## config.mk

```make
export PLATFORM = sky130hd
export DESIGN_NAME = fetch_unit_flat
export DESIGN_NICKNAME = d
export VERILOG_FILES = /design/src/rtl/fetch_unit_if.sv /design/src/rtl/fetch_unit.sv /design/src/flat_wrapper.sv
export SDC_FILE = /design/constraint.sdc
export NUM_CORES = 1
export LEC_CHECK = 0
export CAP_MARGIN = 20
export CORE_ASPECT_RATIO = 1.75
export CORE_MARGIN = 5
export CORE_UTILIZATION = 55
export CTS_CLUSTER_DIAMETER = 80
export CTS_CLUSTER_SIZE = 16
export DETAILED_ROUTE_END_ITERATION = 7
export DONT_BUFFER_PORTS = 1
export PLACE_DENSITY = 0.75
export SYNTH_ARGS = -nofsm -noshare
export SYNTH_HDL_FRONTEND = slang
export SYNTH_SLANG_ARGS = --single-unit
```

## constraint.sdc

```tcl
create_clock -name clk -period 7.2 [get_ports clk]
set_input_delay 0.72 -clock clk [delete_from_list [all_inputs] [get_ports clk]]
set_output_delay 0.72 -clock clk [all_outputs]
set_load 0.005 [all_outputs]
```

## src/rtl/fetch_unit_if.sv

```systemverilog
// Fetch-stage bundle: execute redirect, instruction-memory request/response and
// decode-side instruction channel. fetch_unit is the master; memory/core side the slave.
interface fetch_unit_if #(
  parameter int XLEN = 32
);
  logic            redirect_valid;
  logic [XLEN-1:0] redirect_target;
  logic            mem_req_valid;
  logic            mem_req_ready;
  logic [XLEN-3:0] mem_req_addr;
  logic            mem_rsp_valid;
  logic [31:0]     mem_rsp_data;
  logic            inst_valid;
  logic            inst_ready;
  logic [31:0]     inst_data;
  logic [XLEN-1:0] inst_pc;
  logic            fetch_fault;

  modport master (
    input  redirect_valid, redirect_target, mem_req_ready, mem_rsp_valid, mem_rsp_data, inst_ready,
    output mem_req_valid, mem_req_addr, inst_valid, inst_data, inst_pc, fetch_fault
  );

  modport slave (
    output redirect_valid, redirect_target, mem_req_ready, mem_rsp_valid, mem_rsp_data, inst_ready,
    input  mem_req_valid, mem_req_addr, inst_valid, inst_data, inst_pc, fetch_fault
  );
endinterface

```

## src/rtl/fetch_unit.sv

```systemverilog
// Instruction fetch stage: owns the PC, keeps up to BUF_DEPTH reads in flight and
// buffers returned words with their PC. Define FETCH_MISALIGN_TRAP_EN for the HALT trap.
module fetch_unit #(
  parameter int              XLEN         = 32,
  parameter logic [XLEN-1:0] RESET_VECTOR = '0,
  parameter int              BUF_DEPTH    = 2
) (
  input  logic         clk,
  input  logic         rst_n,
  fetch_unit_if.master bus
);
  localparam int          AW      = $clog2(BUF_DEPTH);
  localparam int          CW      = AW + 1;
  localparam logic [CW:0] DEPTH_W = (CW + 1)'(BUF_DEPTH);

  typedef enum logic [1:0] {
    BOOT,
    RUN,
    DRAIN
`ifdef FETCH_MISALIGN_TRAP_EN
    , HALT
`endif
  } state_t;

  state_t          state_reg, state_next;
  logic [XLEN-1:0] pc_reg, pc_next;
  logic [CW-1:0]   out_reg, out_next;
  logic [CW-1:0]   drop_reg, drop_next;
  logic [CW-1:0]   fcnt_reg, fcnt_next;
  logic [AW-1:0]   fwr_reg, frd_reg, qwr_reg, qrd_reg;

  logic [31:0]     fifo_data [BUF_DEPTH];
  logic [XLEN-1:0] fifo_pc   [BUF_DEPTH];
  logic [XLEN-1:0] pc_queue  [BUF_DEPTH];

  logic        redirect, rsp, issue_ok, issue, push, pop, head_valid;
  logic [CW:0] inflight;

  assign redirect   = bus.redirect_valid;
  assign rsp        = bus.mem_rsp_valid;
  assign head_valid = (fcnt_reg != '0);
  assign inflight   = {1'b0, fcnt_reg} + {1'b0, out_reg};
  assign issue_ok   = (state_reg == RUN || state_reg == DRAIN) && !redirect && (inflight < DEPTH_W);
  assign issue      = issue_ok && bus.mem_req_ready;
  assign pop        = head_valid && bus.inst_ready;
  // Responses owed to a redirected-away stream are discarded, as is any in the redirect cycle.
  assign push       = rsp && (drop_reg == '0) && !redirect;

`ifdef FETCH_MISALIGN_TRAP_EN
  logic fault_reg, fault_next;
  logic misaligned;
  assign misaligned = (bus.redirect_target[1:0] != 2'b00);
`else
  logic unused_target_lsbs;
  assign unused_target_lsbs = ^bus.redirect_target[1:0];
`endif

  always_comb begin
    state_next = state_reg;
    pc_next    = pc_reg;
    drop_next  = drop_reg;
    out_next   = out_reg + CW'(issue) - CW'(rsp);
    fcnt_next  = fcnt_reg + CW'(push) - CW'(pop);
`ifdef FETCH_MISALIGN_TRAP_EN
    fault_next = fault_reg;
`endif
    if (issue) pc_next = pc_reg + XLEN'(4);
    if (rsp && drop_reg != '0) drop_next = drop_reg - CW'(1);
    if (redirect) begin
      fcnt_next = '0;
      drop_next = out_reg - CW'(rsp);
      pc_next   = {bus.redirect_target[XLEN-1:2], 2'b00};
    end
    case (state_reg)
      BOOT:    state_next = RUN;
`ifdef FETCH_MISALIGN_TRAP_EN
      HALT:    state_next = HALT;
`endif
      default: state_next = (drop_next != '0) ? DRAIN : RUN;
    endcase
`ifdef FETCH_MISALIGN_TRAP_EN
    if (redirect) begin
      if (misaligned) begin
        pc_next    = bus.redirect_target;
        state_next = HALT;
        fault_next = 1'b1;
      end else begin
        fault_next = 1'b0;
        state_next = (drop_next != '0) ? DRAIN : RUN;
      end
    end
`endif
  end

  always_ff @(posedge clk or negedge rst_n) begin
    if (!rst_n) begin
      state_reg <= BOOT;
      pc_reg    <= RESET_VECTOR;
      out_reg   <= '0;
      drop_reg  <= '0;
      fcnt_reg  <= '0;
      fwr_reg   <= '0;
      frd_reg   <= '0;
      qwr_reg   <= '0;
      qrd_reg   <= '0;
`ifdef FETCH_MISALIGN_TRAP_EN
      fault_reg <= 1'b0;
`endif
    end else begin
      state_reg <= state_next;
      pc_reg    <= pc_next;
      out_reg   <= out_next;
      drop_reg  <= drop_next;
      fcnt_reg  <= fcnt_next;
`ifdef FETCH_MISALIGN_TRAP_EN
      fault_reg <= fault_next;
`endif
      if (redirect) begin
        fwr_reg <= '0;
        frd_reg <= '0;
      end else begin
        if (push) fwr_reg <= fwr_reg + AW'(1);
        if (pop)  frd_reg <= frd_reg + AW'(1);
      end
      // The request-PC queue is never flushed: it tracks every in-flight read, dropped or not.
      if (issue) qwr_reg <= qwr_reg + AW'(1);
      if (rsp)   qrd_reg <= qrd_reg + AW'(1);
    end
  end

  always_ff @(posedge clk) begin
    if (push) begin
      fifo_data[fwr_reg] <= bus.mem_rsp_data;
      fifo_pc[fwr_reg]   <= pc_queue[qrd_reg];
    end
    if (issue) pc_queue[qwr_reg] <= pc_reg;
  end

  assign bus.mem_req_valid = issue_ok;
  assign bus.mem_req_addr  = pc_reg[XLEN-1:2];
  assign bus.inst_valid    = head_valid;
  assign bus.inst_data     = head_valid ? fifo_data[frd_reg] : '0;
  assign bus.inst_pc       = head_valid ? fifo_pc[frd_reg] : '0;
`ifdef FETCH_MISALIGN_TRAP_EN
  assign bus.fetch_fault   = fault_reg;
`else
  assign bus.fetch_fault   = 1'b0;
`endif
endmodule

```

## src/flat_wrapper.sv

```systemverilog
// flat-port wrapper written by rule: the top's interface ports become plain ports
module fetch_unit_flat 
#(
  parameter int              XLEN         = 32,
  parameter logic [XLEN-1:0] RESET_VECTOR = '0,
  parameter int              BUF_DEPTH    = 2
)
  (clk, rst_n, bus_redirect_valid, bus_redirect_target, bus_mem_req_ready, bus_mem_rsp_valid, bus_mem_rsp_data, bus_inst_ready, bus_mem_req_valid, bus_mem_req_addr, bus_inst_valid, bus_inst_data, bus_inst_pc, bus_fetch_fault);
  fetch_unit_if #(.XLEN(XLEN)) bus_i ();
  input  logic clk;
  input  logic rst_n;
  input wire logic [$bits(bus_i.redirect_valid)-1:0] bus_redirect_valid;
  input wire logic [$bits(bus_i.redirect_target)-1:0] bus_redirect_target;
  input wire logic [$bits(bus_i.mem_req_ready)-1:0] bus_mem_req_ready;
  input wire logic [$bits(bus_i.mem_rsp_valid)-1:0] bus_mem_rsp_valid;
  input wire logic [$bits(bus_i.mem_rsp_data)-1:0] bus_mem_rsp_data;
  input wire logic [$bits(bus_i.inst_ready)-1:0] bus_inst_ready;
  output wire logic [$bits(bus_i.mem_req_valid)-1:0] bus_mem_req_valid;
  output wire logic [$bits(bus_i.mem_req_addr)-1:0] bus_mem_req_addr;
  output wire logic [$bits(bus_i.inst_valid)-1:0] bus_inst_valid;
  output wire logic [$bits(bus_i.inst_data)-1:0] bus_inst_data;
  output wire logic [$bits(bus_i.inst_pc)-1:0] bus_inst_pc;
  output wire logic [$bits(bus_i.fetch_fault)-1:0] bus_fetch_fault;
  assign bus_i.redirect_valid = bus_redirect_valid;
  assign bus_i.redirect_target = bus_redirect_target;
  assign bus_i.mem_req_ready = bus_mem_req_ready;
  assign bus_i.mem_rsp_valid = bus_mem_rsp_valid;
  assign bus_i.mem_rsp_data = bus_mem_rsp_data;
  assign bus_i.inst_ready = bus_inst_ready;
  assign bus_mem_req_valid = bus_i.mem_req_valid;
  assign bus_mem_req_addr = bus_i.mem_req_addr;
  assign bus_inst_valid = bus_i.inst_valid;
  assign bus_inst_data = bus_i.inst_data;
  assign bus_inst_pc = bus_i.inst_pc;
  assign bus_fetch_fault = bus_i.fetch_fault;
  fetch_unit #(.XLEN(XLEN), .RESET_VECTOR(RESET_VECTOR), .BUF_DEPTH(BUF_DEPTH)) u_core (.clk(clk), .rst_n(rst_n), .bus(bus_i));
endmodule
```

# Word-level counts from Yosys, hierarchy flattened
# Memories as Yosys holds them, arrays and structs flattened.
# Index checks and enable logic that the tools add are counted.
# totals
regBits	44
ramBits	192
out_inout_bits	97
elab_cells	61
mem_count	3
# mem_list
name	depth	word_bits	rd	rd_ports_with_merged_regs	write_ports	line_no	rtl
u_core.fifo_data	2	32	1	0	1	fetch_unit.sv:32	logic [31:0] fifo_data [BUF_DEPTH];
u_core.fifo_pc	2	32	1	0	1	fetch_unit.sv:33	logic [XLEN-1:0] fifo_pc [BUF_DEPTH];
u_core.pc_queue	2	32	1	0	1	fetch_unit.sv:34	logic [XLEN-1:0] pc_queue [BUF_DEPTH];
# op_classes
addsub	12
order_cmp	1
n_eq_ne	2
muxes	17
reduce_logical	17
# ops
cell	n
$mux W32	4
$add A32 B3 Y32 const B	1
$reduce_bool A2 Y1	6
$mux W2	5
$mux W1	8
$logic_and A1 B1 Y1	7
$sub A2 B1 Y2	3
$add A1 B1 Y1 const B	4
$add A2 B1 Y2	2
$logic_not A2 Y1	2
$add A2 B2 Y3	1
$lt A3 B2 Y1 const B	1
$eq A2 B1 Y1 const B	1
$eq A2 B2 Y1 const B	1
$sub A2 B1 Y2 const B	1
$logic_not A1 Y1	1
$logic_or A1 B1 Y1	1

# Longest topological paths before layout
# Gate-level depths: netlist (run 1).
# depth
word_depth	7
ltp_mapped	9
depth_no_buf	8

# Worst setup path after synthesis (run 1)
# No wires, ideal clock.
# synth_timing
path_type	in2reg
start	in bus_redirect_valid
end	mem u_core.fifo_data[0][0] (enable)
arrival_ns	5.374
slack_ns	1.268
stages	3
n_path_buf	2
cell_sequence	clkbuf_1 -> clkbuf_1 -> nor3_1
# synth_between
elab_chain_len	4
# synth_rtl
element	line_no	rtl
from (decl)	flat_wrapper.sv:12	input wire logic [$bits(bus_i.redirect_valid)-1:0] bus_redirect_valid;
$logic_not A1 Y1	fetch_unit.sv:47	assign push = rsp && (drop_reg == '0) && !redirect;
$logic_and A1 B1 Y1	fetch_unit.sv:47	
$mux W1	fetch_unit.sv:132	if (push) begin
$mux W1 (not written as such)	fetch_unit.sv:133	fifo_data[fwr_reg] <= bus.mem_rsp_data;
to (decl)	fetch_unit.sv:32	
# Every way passes these cells.

# Worst setup path after layout (run 1)
# layout_timing
start	reg u_core.frd_reg
end	out bus_inst_pc[11]
# layout_between
elab_chain_len	2
# layout_rtl
element	line_no	rtl
from (decl)	fetch_unit.sv:30	logic [AW-1:0] fwr_reg, frd_reg, qwr_reg, qrd_reg;
from (signal assigned)	fetch_unit.sv:123	if (pop) frd_reg <= frd_reg + AW'(1);
$mem_v2 Z2 W32	--	
$mux W32	fetch_unit.sv:143	assign bus.inst_pc = head_valid ? fifo_pc[frd_reg] : '0;
to (decl)	flat_wrapper.sv:22	output wire logic [$bits(bus_i.inst_pc)-1:0] bus_inst_pc;
# Every way passes these cells.

==> results of run 1 <==
-- area by class of cell --
| cell class | instances | area, sq um |
|---|---|---|
| Sequential cell | 226 | 6580 |
| Clock buffer | 31 | 520 |
| Inverter | 14 | 52.6 |
| Tap cell | 227 | 284 |
| Timing Repair Buffer | 8 | 80.1 |
| Multi-Input combinational cell | 358 | 2540 |
| Fill cell | 1282 | 6720 |
| Clock inverter | 1 | 16.3 |
-- through the flow --
| step | area [sq um] | utilization | setup WS (ns) | instances |
|---|---|---|---|---|
| 6_report | 10100 | 0.600 | 4.12 | 865 |
| 5_1_grt | 10100 | 0.600 | 3.90 | 865 |
| 4_1_cts | 10100 | 0.600 | 4.06 | 865 |
| 3_5_place_dp | 9510 | 0.566 | 4.16 | 832 |
| 3_3_place_gp | 9510 | 0.566 | 4.20 | 832 |
| 2_1_floorplan | 9290 | - | 1.27 | 630 |
-- per-layer routing --
| layer | routed length (um) | GRT usage |
|---|---|---|
| met1 | 6140 | 0.200 |
| met2 | 9790 | 0.342 |
| met3 | 1480 | 0.0466 |
| met4 | 479 | 0.0637 |
| met5 | 0 | 0 |
-- cells in the final DEF (no fill, tap or decap), types with 12 or more instances in the layout --
cell,n
edfxtp_1,184
nor2_1,82
mux2i_1,64
dfrtp_1,41
mux2_2,31
nand2_1,31
clkbuf_16,19
o21ai_0,15
a31oi_1,14
inv_1,13
nand3_1,13
clkbuf_1,12
-- report_power, final --
group	total (W)	internal [W]	switching (W)
Combinational	0.000768	0.000305	0.000463
Clock	0.000915	0.000497	0.000418
Sequential	0.00172	0.00161	0.000108
Total	0.00340	0.00241	0.000990
-- final timing paths --
check	from	endpoint	slack (ns)	depth (start not counted)
setup / recovery	u_core.frd_reg	bus_inst_pc[11]	4.12	3
hold / removal	rst_n	u_core.pc_reg[17]	0.07	1
setup reg to reg	u_core.fcnt_reg[0]	u_core.pc_reg[18]	4.13	7
hold reg to reg	u_core.qrd_reg	u_core.qrd_reg	0.49	1
max in group asynchronous	rst_n	u_core.frd_reg	6.88	1
min in group clk	bus_redirect_valid	u_core.fcnt_reg[0]	0.30	1
-- timing repair --
item,4_1_cts,5_1_grt
hold buffers,1,0
hold endpoints to repair,42,0
endpoints found under the setup margin,0,0
-- logic make-up after synthesis --
group	count (synthesis)
xor+xnor	19
compound gates	47
flops	226
mux	95
fa+ha+maj	8
buf+inv	46
other cells	1
simple gates	186
==> impl_metrics.csv, run 1 <==
group,metric,value,unit
clock_tree,clock_latency,0.48,ns
detailed_routing,routedWlPerCell,20.7,um
detailed_routing,drt_pre_antenna_iters,4,
detailed_routing,route.detailed.drc,0,
layout,drive_gt1_frac,0.119,
synthesis,async_flop_share,0.186,
clock_tree,cts_tree,"yes",
grt,grt_pass1_wl,28.4,mm
synthesis,avgSynthCellArea,14.8,sq um
synthesis,synth_top_family_by_area,"multiplexers",
floorplanning,pin_count,167,
detailed_routing,wirelength,17.9,mm
synthesis,synth_cells,628,
clock_tree,cts_root_buf,"clkbuf_16",
timing,fin_crit,3.08,ns
floorplanning,dieArea,19700,sq um
timing,slew_headroom,0.369,
setup_path,cp.arrival,2.36,ns
status,status,"finished, final reports clean",
floorplanning,chipWidth,108,um
floorplanning,die_h,182,um
setup_path,start_kind,"flop",
hold_path,hp-class,"input pin to asynchronous set/reset pin",
setup_path,crit_chain,"buf_4 > mux2i_1 > nor2_1",
layout,largest_register_ffs,64,
layout,diodes,0,
synthesis,synth_compound_area_frac,0.0332,
timing,tightest_slew,0.940,ns
power_and_ir_drop,power.static_leakage,3.34,nW
timing,fmax,325,MHz
synthesis,synth_top_area_frac,0.595,
setup_path,worstSetupPathType,"flop to output port",
power_and_ir_drop,p_total,0.00340,W
timing,setup_violations,0,
placed_design,place.gp.congestion,0.897,
timing,maxSlewViolCount,0,
synthesis,synth_area_leaders,"edfxtp_1 (60%), dfrtp_1 (11%), mux2i_1 (6.9%)",
grt,first_global_vias,5277,
synthesis,ys_ff_latch,226,
grt,antenna_found_initial,0,
synthesis,synth_adder_area_share,0.0116,
setup_path,max_stage_delay,0.69,ns
synthesis,synth-xor-area-share,0.0179,
clock_tree,cts_setup_buffers,0,
synthesis,synth_edf_count,184,
synthesis,yosys.area.top_type,"edfxtp_1",
setup_path,critPathSlowestCell,"buf_4",
synthesis,ys_types,46,
synthesis,ys_warn_count,0,
layout,reg_top3,"u_core.fifo_data x64, u_core.fifo_pc x60, u_core.pc_queue x60",
placed_design,port_buffers,0,
synthesis,synthesis.area,9280,sq um
clock_tree,path_clk_slew,0.07,ns
synthesis,yosysMostFrequentCell,"edfxtp_1",
flow_run,drv_cap,0,
setup_path,critical_path_required,6.48,ns
grt,grt_overflow_total,0,
detailed_routing,num_vias,5047,
grt,grt_max_degree,64,
floorplanning,core_region_area,16800,sq um
timing,finClkSkew,0.0167,ns
detailed_routing,drt_first_iter_violations,183,
power_and_ir_drop,p_per_area,338,nW/um^2
placed_design,dpl.hpwl,11.8,mm
synthesis,synthSimpleGateAreaFrac,0.101,
timing,hold_viol_final,0,
power_and_ir_drop,peakVddDrop,262,uV
setup_path,end_kind,"output port",
synthesis,synthTopCellsByCount,"edfxtp_1 (184), nor2_1 (84), mux2i_1 (64)",
grt,grtUsageTotal,0.184,
clock_tree,htree_levels,1,
setup_path,critPathTopFamily,"buffers and inverters",
floorplanning,num_rows,63,
timing,final.period_utilization,0.428,
setup_path,worst-path-buf-inv,1,
timing,holdWs,0.0668,ns
clock_tree,cts.repair.resized,0,
timing,rsz0062_at_grt,"false",
synthesis,ys_seq_area_frac,0.709,
setup_path,cp_max_fo,48,
synthesis,synth.area.mux_share,0.107,
floorplanning,start_util,0.553,
detailed_routing,antenna_left,0,
clock_tree,clkSinkCount,226,
synthesis,synth_flop_cell,"edfxtp_1",
clock_tree,cts_buffers,18,
timing,fin_tns_setup,0,ns
layout,largest-register,"u_core.fifo_data",
detailed_routing,viasPerCell,5.83,
layout,synthToLayoutAreaGrowth,8.52,%
clock_tree,clk_path_buf_depth,3,
layout,layout.nets,704,
Note: power is estimated with default switching activity, not from simulation.
==> inputs of run 2 (changes only) <==
Settings changed: ABC_AREA set to 1, PLACE_DENSITY 0.75 to 0.78.
Clock period 7.2 ns to 2.6 ns, I/O delays scaled along.
==> run 2 against run 1 <==
Setup slack got worse by 3.7 ns. Clock-buffer cell count unchanged. Combinational power increased to 3.4 times the previous value. Global-route usage up 1.8 points. Register-to-register slack got worse by 3.7 ns. Via count is 20% higher. Total power rose to 3.0 times the previous value. Sequential power grew to 2.9 times the previous value.
==> impl_metrics.csv, run 2 <==
group,metric,value,unit
status,status,"finished, final reports clean",
setup_path,start_kind,"flop",
detailed_routing,drt_first_iter_violations,243,
timing,tightest_slew,0.681,ns
floorplanning,num_rows,64,
layout,synthToLayoutAreaGrowth,15.3,%
synthesis,synth_area_leaders,"edfxtp_1 (57%), dfrtp_1 (11%), nand2_1 (10%)",
detailed_routing,viasPerCell,5.27,
grt,grt_max_degree,65,
timing,setup_violations,0,
layout,post-route-util,0.640,
setup_path,end_kind,"flop",
layout,layout.nets,984,
floorplanning,dieArea,20500,sq um
synthesis,synthTopCellsByCount,"nand2_1 (263), edfxtp_1 (184), a21oi_1 (63)",
layout,reg_top3,"u_core.fifo_data x64, u_core.fifo_pc x60, u_core.pc_queue x60",
synthesis,yosys.area.top_type,"edfxtp_1",
power_and_ir_drop,peakVddDrop,552,uV
layout,drive_gt1_frac,0.103,
timing,holdWs,0.0383,ns
floorplanning,pin_count,167,
floorplanning,core_region_area,17500,sq um
clock_tree,htree_levels,1,
hold_path,hp-class,"input pin to flop",
detailed_routing,wirelength,20.0,mm
placed_design,dpl.hpwl,12.9,mm
timing,hold_viol_final,0,
detailed_routing,route.detailed.drc,0,
synthesis,synth_flop_cell,"edfxtp_1",
synthesis,ys_seq_area_frac,0.679,
setup_path,r2r_cells,9,
placed_design,port_buffers,0,
detailed_routing,routedWlPerCell,17.4,um
setup_path,cp.arrival,2.53,ns
setup_path,critical_path_required,2.94,ns
placed_design,place.gp.congestion,0.851,
grt,grt_overflow_total,0,
clock_tree,clock_latency,0.48,ns
grt,antenna_found_initial,0,
clock_tree,clkSinkCount,226,
clock_tree,path_clk_slew,0.07,ns
detailed_routing,antenna_left,0,
clock_tree,cts.repair.resized,0,
timing,rsz0062_at_grt,"false",
timing,slew_headroom,0.546,
synthesis,async_flop_share,0.186,
floorplanning,chipWidth,110,um
clock_tree,cts_setup_buffers,0,
flow_run,drv_cap,0,
clock_tree,cts_buffers,18,
layout,fill_cells,1344,
setup_path,cp_max_fo,18,
layout,largest_register_ffs,64,
synthesis,ys_types,33,
synthesis,avgSynthCellArea,11.5,sq um
synthesis,yosysMostFrequentCell,"nand2_1",
power_and_ir_drop,power.static_leakage,4.18,nW
setup_path,rrSetupSlack,0.41,ns
layout,diodes,0,
placed_design,dp_worst_setup_slack,0.436,ns
clock_tree,cts_tree,"yes",
timing,finClkSkew,0.0140,ns
layout,final_cell_mix,"nand2_1 (263), edfxtp_1 (184), dlygate4sd3_1 (64), a21oi_1 (63), inv_1 (53)",
synthesis,synthesis.area,9690,sq um
grt,first_global_vias,6295,
synthesis,ys_warn_count,0,
timing,final.period_utilization,0.842,
grt,grtUsageTotal,0.202,
hold_path,min_path_cells,4,
layout,layout_commonest_cell,"nand2_1",
setup_path,worstSetupPathType,"flop to flop",
layout,largest-register,"u_core.fifo_data",
grt,grt_pass1_wl,32.3,mm
synthesis,ys_ff_latch,226,
layout,multiInputGateArea,2720,sq um
synthesis,synth_cells,843,
timing,setup_ws,0.412,ns
timing,fmax,457,MHz
detailed_routing,drt_pre_antenna_iters,5,
floorplanning,die_h,186,um
floorplanning,start_util,0.555,
detailed_routing,num_vias,6058,
synthesis,synth_edf_count,184,
timing,fin_crit,2.19,ns
layout,seq_area,6580,sq um
power_and_ir_drop,p_per_area,911,nW/um^2
synthesis,synth_top_area_frac,0.570,
timing,maxSlewViolCount,0,
clock_tree,clk_path_buf_depth,3,
clock_tree,cts_root_buf,"clkbuf_16",
==> run 2: path summary, 6_finish.rpt <==
| kind | start | to |
|---|---|---|
| max in group asynchronous | rst_n | u_core.pc_reg[24] |
| max | u_core.fcnt_reg[0] | u_core.pc_reg[9] |
| min | bus_redirect_valid | u_core.pc_reg[30] |
| min reg2reg | u_core.qrd_reg | u_core.qrd_reg |
| max reg2reg | u_core.fcnt_reg[0] | u_core.pc_reg[9] |
| min in group asynchronous | rst_n | u_core.drop_reg[1] |
==> run 2: logic make-up (layout without fill, tap and decap cells) <==
kind of cell	after synthesis	after routing	synth area share
simple gates	380	380	0.168
flops	226	226	0.679
buf+inv	93	166	0.0444
compound gates	92	92	0.0506
mux	30	30	0.0349
xor+xnor	13	13	0.0117
fa+ha+maj	8	8	0.0111
other cells	1	3	0.000387
==> run 2: report_power, final <==
group | internal [W] | total [W] | switching [W]
logic | 0.000881 | 0.00259 | 0.00171
clock network | 0.00138 | 0.00254 | 0.00116
registers | 0.00460 | 0.00505 | 0.000453
==> run 2: critical path, cell delays in order, from the launching register on <==
cell and delay [ns]:
dfrtp_1 0.43, nand2_1 0.08, inv_1 0.05, fa_1 0.44, nor2_1 0.23, nand4_4 0.21, nand2_4 0.26, inv_2 0.17
nand2_1 0.10, nand3_1 0.08
==> run 2: what timing repair did <==
item,CTS,global route
endpoints found under the setup margin,0,0
hold endpoints to repair,141,0
hold buffers,66,0
==> run 2: area by class of cell <==
| class | instances | area share |
|---|---|---|
| clock buffer | 31 | 0.0466 |
| clock inverter | 1 | 0.00146 |
| inverter | 59 | 0.0205 |
| multi-input combinational | 526 | 0.243 |
| sequential | 226 | 0.589 |
| tap | 231 | 0.0259 |
| timing repair buffer | 75 | 0.0733 |
==> run 2: metal layers <==
metal	up-vias	share of wire	GRT usage	wire (um)
li1	2977	-	-	-
met1	2816	0.35	0.230	7110
met2	201	0.53	0.358	10500
met3	64	0.062	0.0326	1240
met4	0	0.058	0.108	1160
met5	-	0	0	0
==> run 2: stage by stage <==
stage | area, sq um | instances | setup TNS, ns | power [W]
after global routing | 11200 | 1149 | 0 | 0.0108
after CTS | 11200 | 1149 | 0 | 0.0103
after detailed placement | 9940 | 1051 | 0 | 0.00763
after floorplan | 9710 | 845 | -23.97 | 0.00692
after global placement | 9940 | 1051 | 0 | 0.00752
final | 11200 | 1149 | 0 | 0.0102
==> inputs of run 3 (changes only) <==
Settings changed: ABC_AREA 1 to 0, PLACE_DENSITY 0.78 to 0.75.
Clock period 2.6 ns to 2.15 ns, I/O delays scaled along.
==> run 3 against run 2 <==
The flow now finishes with violations (setup timing). Critical path depth fell by 2. Non-clock buffer count is 69 higher. Sequential power rose by 12%. Design area rose by 5.0%. Core utilization grew 5.9 points. Wire length is 2.9% higher. Largest cell class unchanged.
==> impl_metrics.csv, run 3 (same netlist as run 1, synthesis figures left out) <==
group,metric,value,unit
power_and_ir_drop,p_per_area,1060,nW/um^2
hold_path,hp-class,"input pin to flop",
detailed_routing,wirelength,20.6,mm
clock_tree,cts_root_buf,"clkbuf_16",
floorplanning,dieArea,19700,sq um
floorplanning,chipWidth,108,um
setup_path,cp.arrival,2.16,ns
layout,layout_commonest_cell,"edfxtp_1",
timing,setup_violations,84,
detailed_routing,antenna_left,0,
power_and_ir_drop,peakVddDrop,664,uV
setup_path,cp_max_fo,3,
floorplanning,start_util,0.553,
grt,grt_max_degree,63,
status,status,"complete, but fails checks",
power_and_ir_drop,p_total,0.0124,W
setup_path,start_kind,"flop",
layout,layout.nets,841,
setup_path,end_kind,"output port",
layout,diodes,0,
clock_tree,cts_buffers,18,
detailed_routing,viasPerCell,5.62,
clock_tree,clk_path_buf_depth,3,
layout,final_cell_mix,"edfxtp_1 (184), nor2_1 (80), dlygate4sd3_1 (66), mux2i_1 (64), buf_4 (54)",
timing,holdWs,0.0184,ns
clock_tree,htree_levels,1,
detailed_routing,drt_pre_antenna_iters,7,
clock_tree,clock_latency,0.48,ns
status,violations,"setup timing",
layout,reg_top3,"u_core.fifo_data x64, u_core.fifo_pc x60, u_core.pc_queue x60",
grt,first_global_vias,5931,
floorplanning,die_h,182,um
timing,hold_viol_final,0,
detailed_routing,routedWlPerCell,20.6,um
timing,finClkSkew,0.0163,ns
setup_path,worstSetupPathType,"flop to output port",
layout,largest_register_ffs,64,
placed_design,place.gp.congestion,0.858,
setup_path,critical_path_required,1.93,ns
layout,largest-register,"u_core.fifo_data",
timing,tightest_slew,0.637,ns
timing,fin_tns_setup,-13.59,ns
clock_tree,cts_tree,"yes",
timing,setup_ws,-0.226,ns
layout,synthToLayoutAreaGrowth,26.3,%
grt,antenna_found_initial,0,
layout,fin_area,11700,sq um
timing,rsz0062_at_grt,"true",
layout,layoutNonFillerInstCount,1002,
detailed_routing,num_vias,5632,
timing,fmax,421,MHz
grt,grtUsageTotal,0.204,
placed_design,dpl.hpwl,13.4,mm
floorplanning,core_region_area,16800,sq um
flow_run,drv_cap,0,
placed_design,place_area,10100,sq um
floorplanning,pin_count,167,
timing,maxSlewViolCount,0,
clock_tree,clkSinkCount,226,
timing,final.period_utilization,1.11,
grt,grt_overflow_total,0,
detailed_routing,route.detailed.drc,0,
placed_design,dpl.cell_count,887,
placed_design,port_buffers,0,
grt,grt_pass1_wl,31.3,mm
clock_tree,path_clk_slew,0.07,ns
layout,drive_gt1_frac,0.226,
timing,slew_headroom,0.573,
timing,fin_crit,2.38,ns
power_and_ir_drop,power.static_leakage,4.11,nW
floorplanning,num_rows,63,
detailed_routing,drt_first_iter_violations,218,
==> run 3: changes by cell type in the layout (fill, tap and decap cells not counted), sizes merged, moves of 6 or more <==
cell    before  now
nand2      269   31
buf         11   77
mux2i        0   64
a21oi       63    0
inv         60   14
nand3       52   13
nor2        51   84
a31oi        0   14
or4          0   13
nand4        3   13
o21bai       8    1
o31ai        0    7
or3          0    6
==> run 3: worst paths after layout <==
path                                    start                      to  slack, ns  cells past startpoint
max reg2reg                u_core.fcnt_reg[0]  u_core.pc_queue[1][25]      -0.22                      8
min reg2reg                    u_core.qrd_reg          u_core.qrd_reg       0.48                      1
max in group asynchronous               rst_n          u_core.frd_reg       1.66                      2
max                        u_core.fcnt_reg[0]       bus_mem_req_valid      -0.23                      7
min in group asynchronous               rst_n      u_core.fcnt_reg[1]       0.25                      2
min                        bus_redirect_valid       u_core.pc_reg[11]       0.02                      3
==> run 3: repair_timing <==
item,CTS,global route
hold buffers,68,0
resized for setup,24,23
setup endpoints to repair,87,91
pin swaps,14,17
hold endpoints to repair,143,0
buffers inserted,8,6
gates cloned,1,2
==> run 3: per-layer routing <==
layer / track usage / vias to the layer above / routed length (um)
met5: 0 / - / 0
met2: 0.373 / 204 / 11200
met1: 0.228 / 2763 / 7500
met4: 0.0865 / 0 / 770
li1: - / 2618 / -
met3: 0.0366 / 47 / 1160
==> run 3: critical path, stage by stage, from the launching register on <==
cell	delay, ns
dfrtp_1	0.39
inv_2	0.06
nor2_2	0.04
fa_1	0.48
buf_6	0.15
nor4b_4	0.32
buf_4	0.17
buf_6	0.08
==> run 3: where the power goes <==
group          switching, W  internal (W)
sequential         0.000290       0.00539
combinational       0.00195       0.00169
clock               0.00142       0.00167
==> run 3: stage by stage <==
step	setup WS (ns)	util
final	-0.226	0.698
after global routing	-0.341	0.698
after CTS	-0.262	0.686
after detailed placement	-0.254	0.603
after global placement	-0.200	0.603
after floorplan	-0.362	-
==> run 3: area by class of cell <==
type,instances,area [sq um]
tap,227,284
sequential,226,6580
clock buffer,31,520
inverter,14,55.1
multi-input combinational,359,2800
fill,1098,5060
timing repair buffer,144,1470
clock inverter,1,16.3
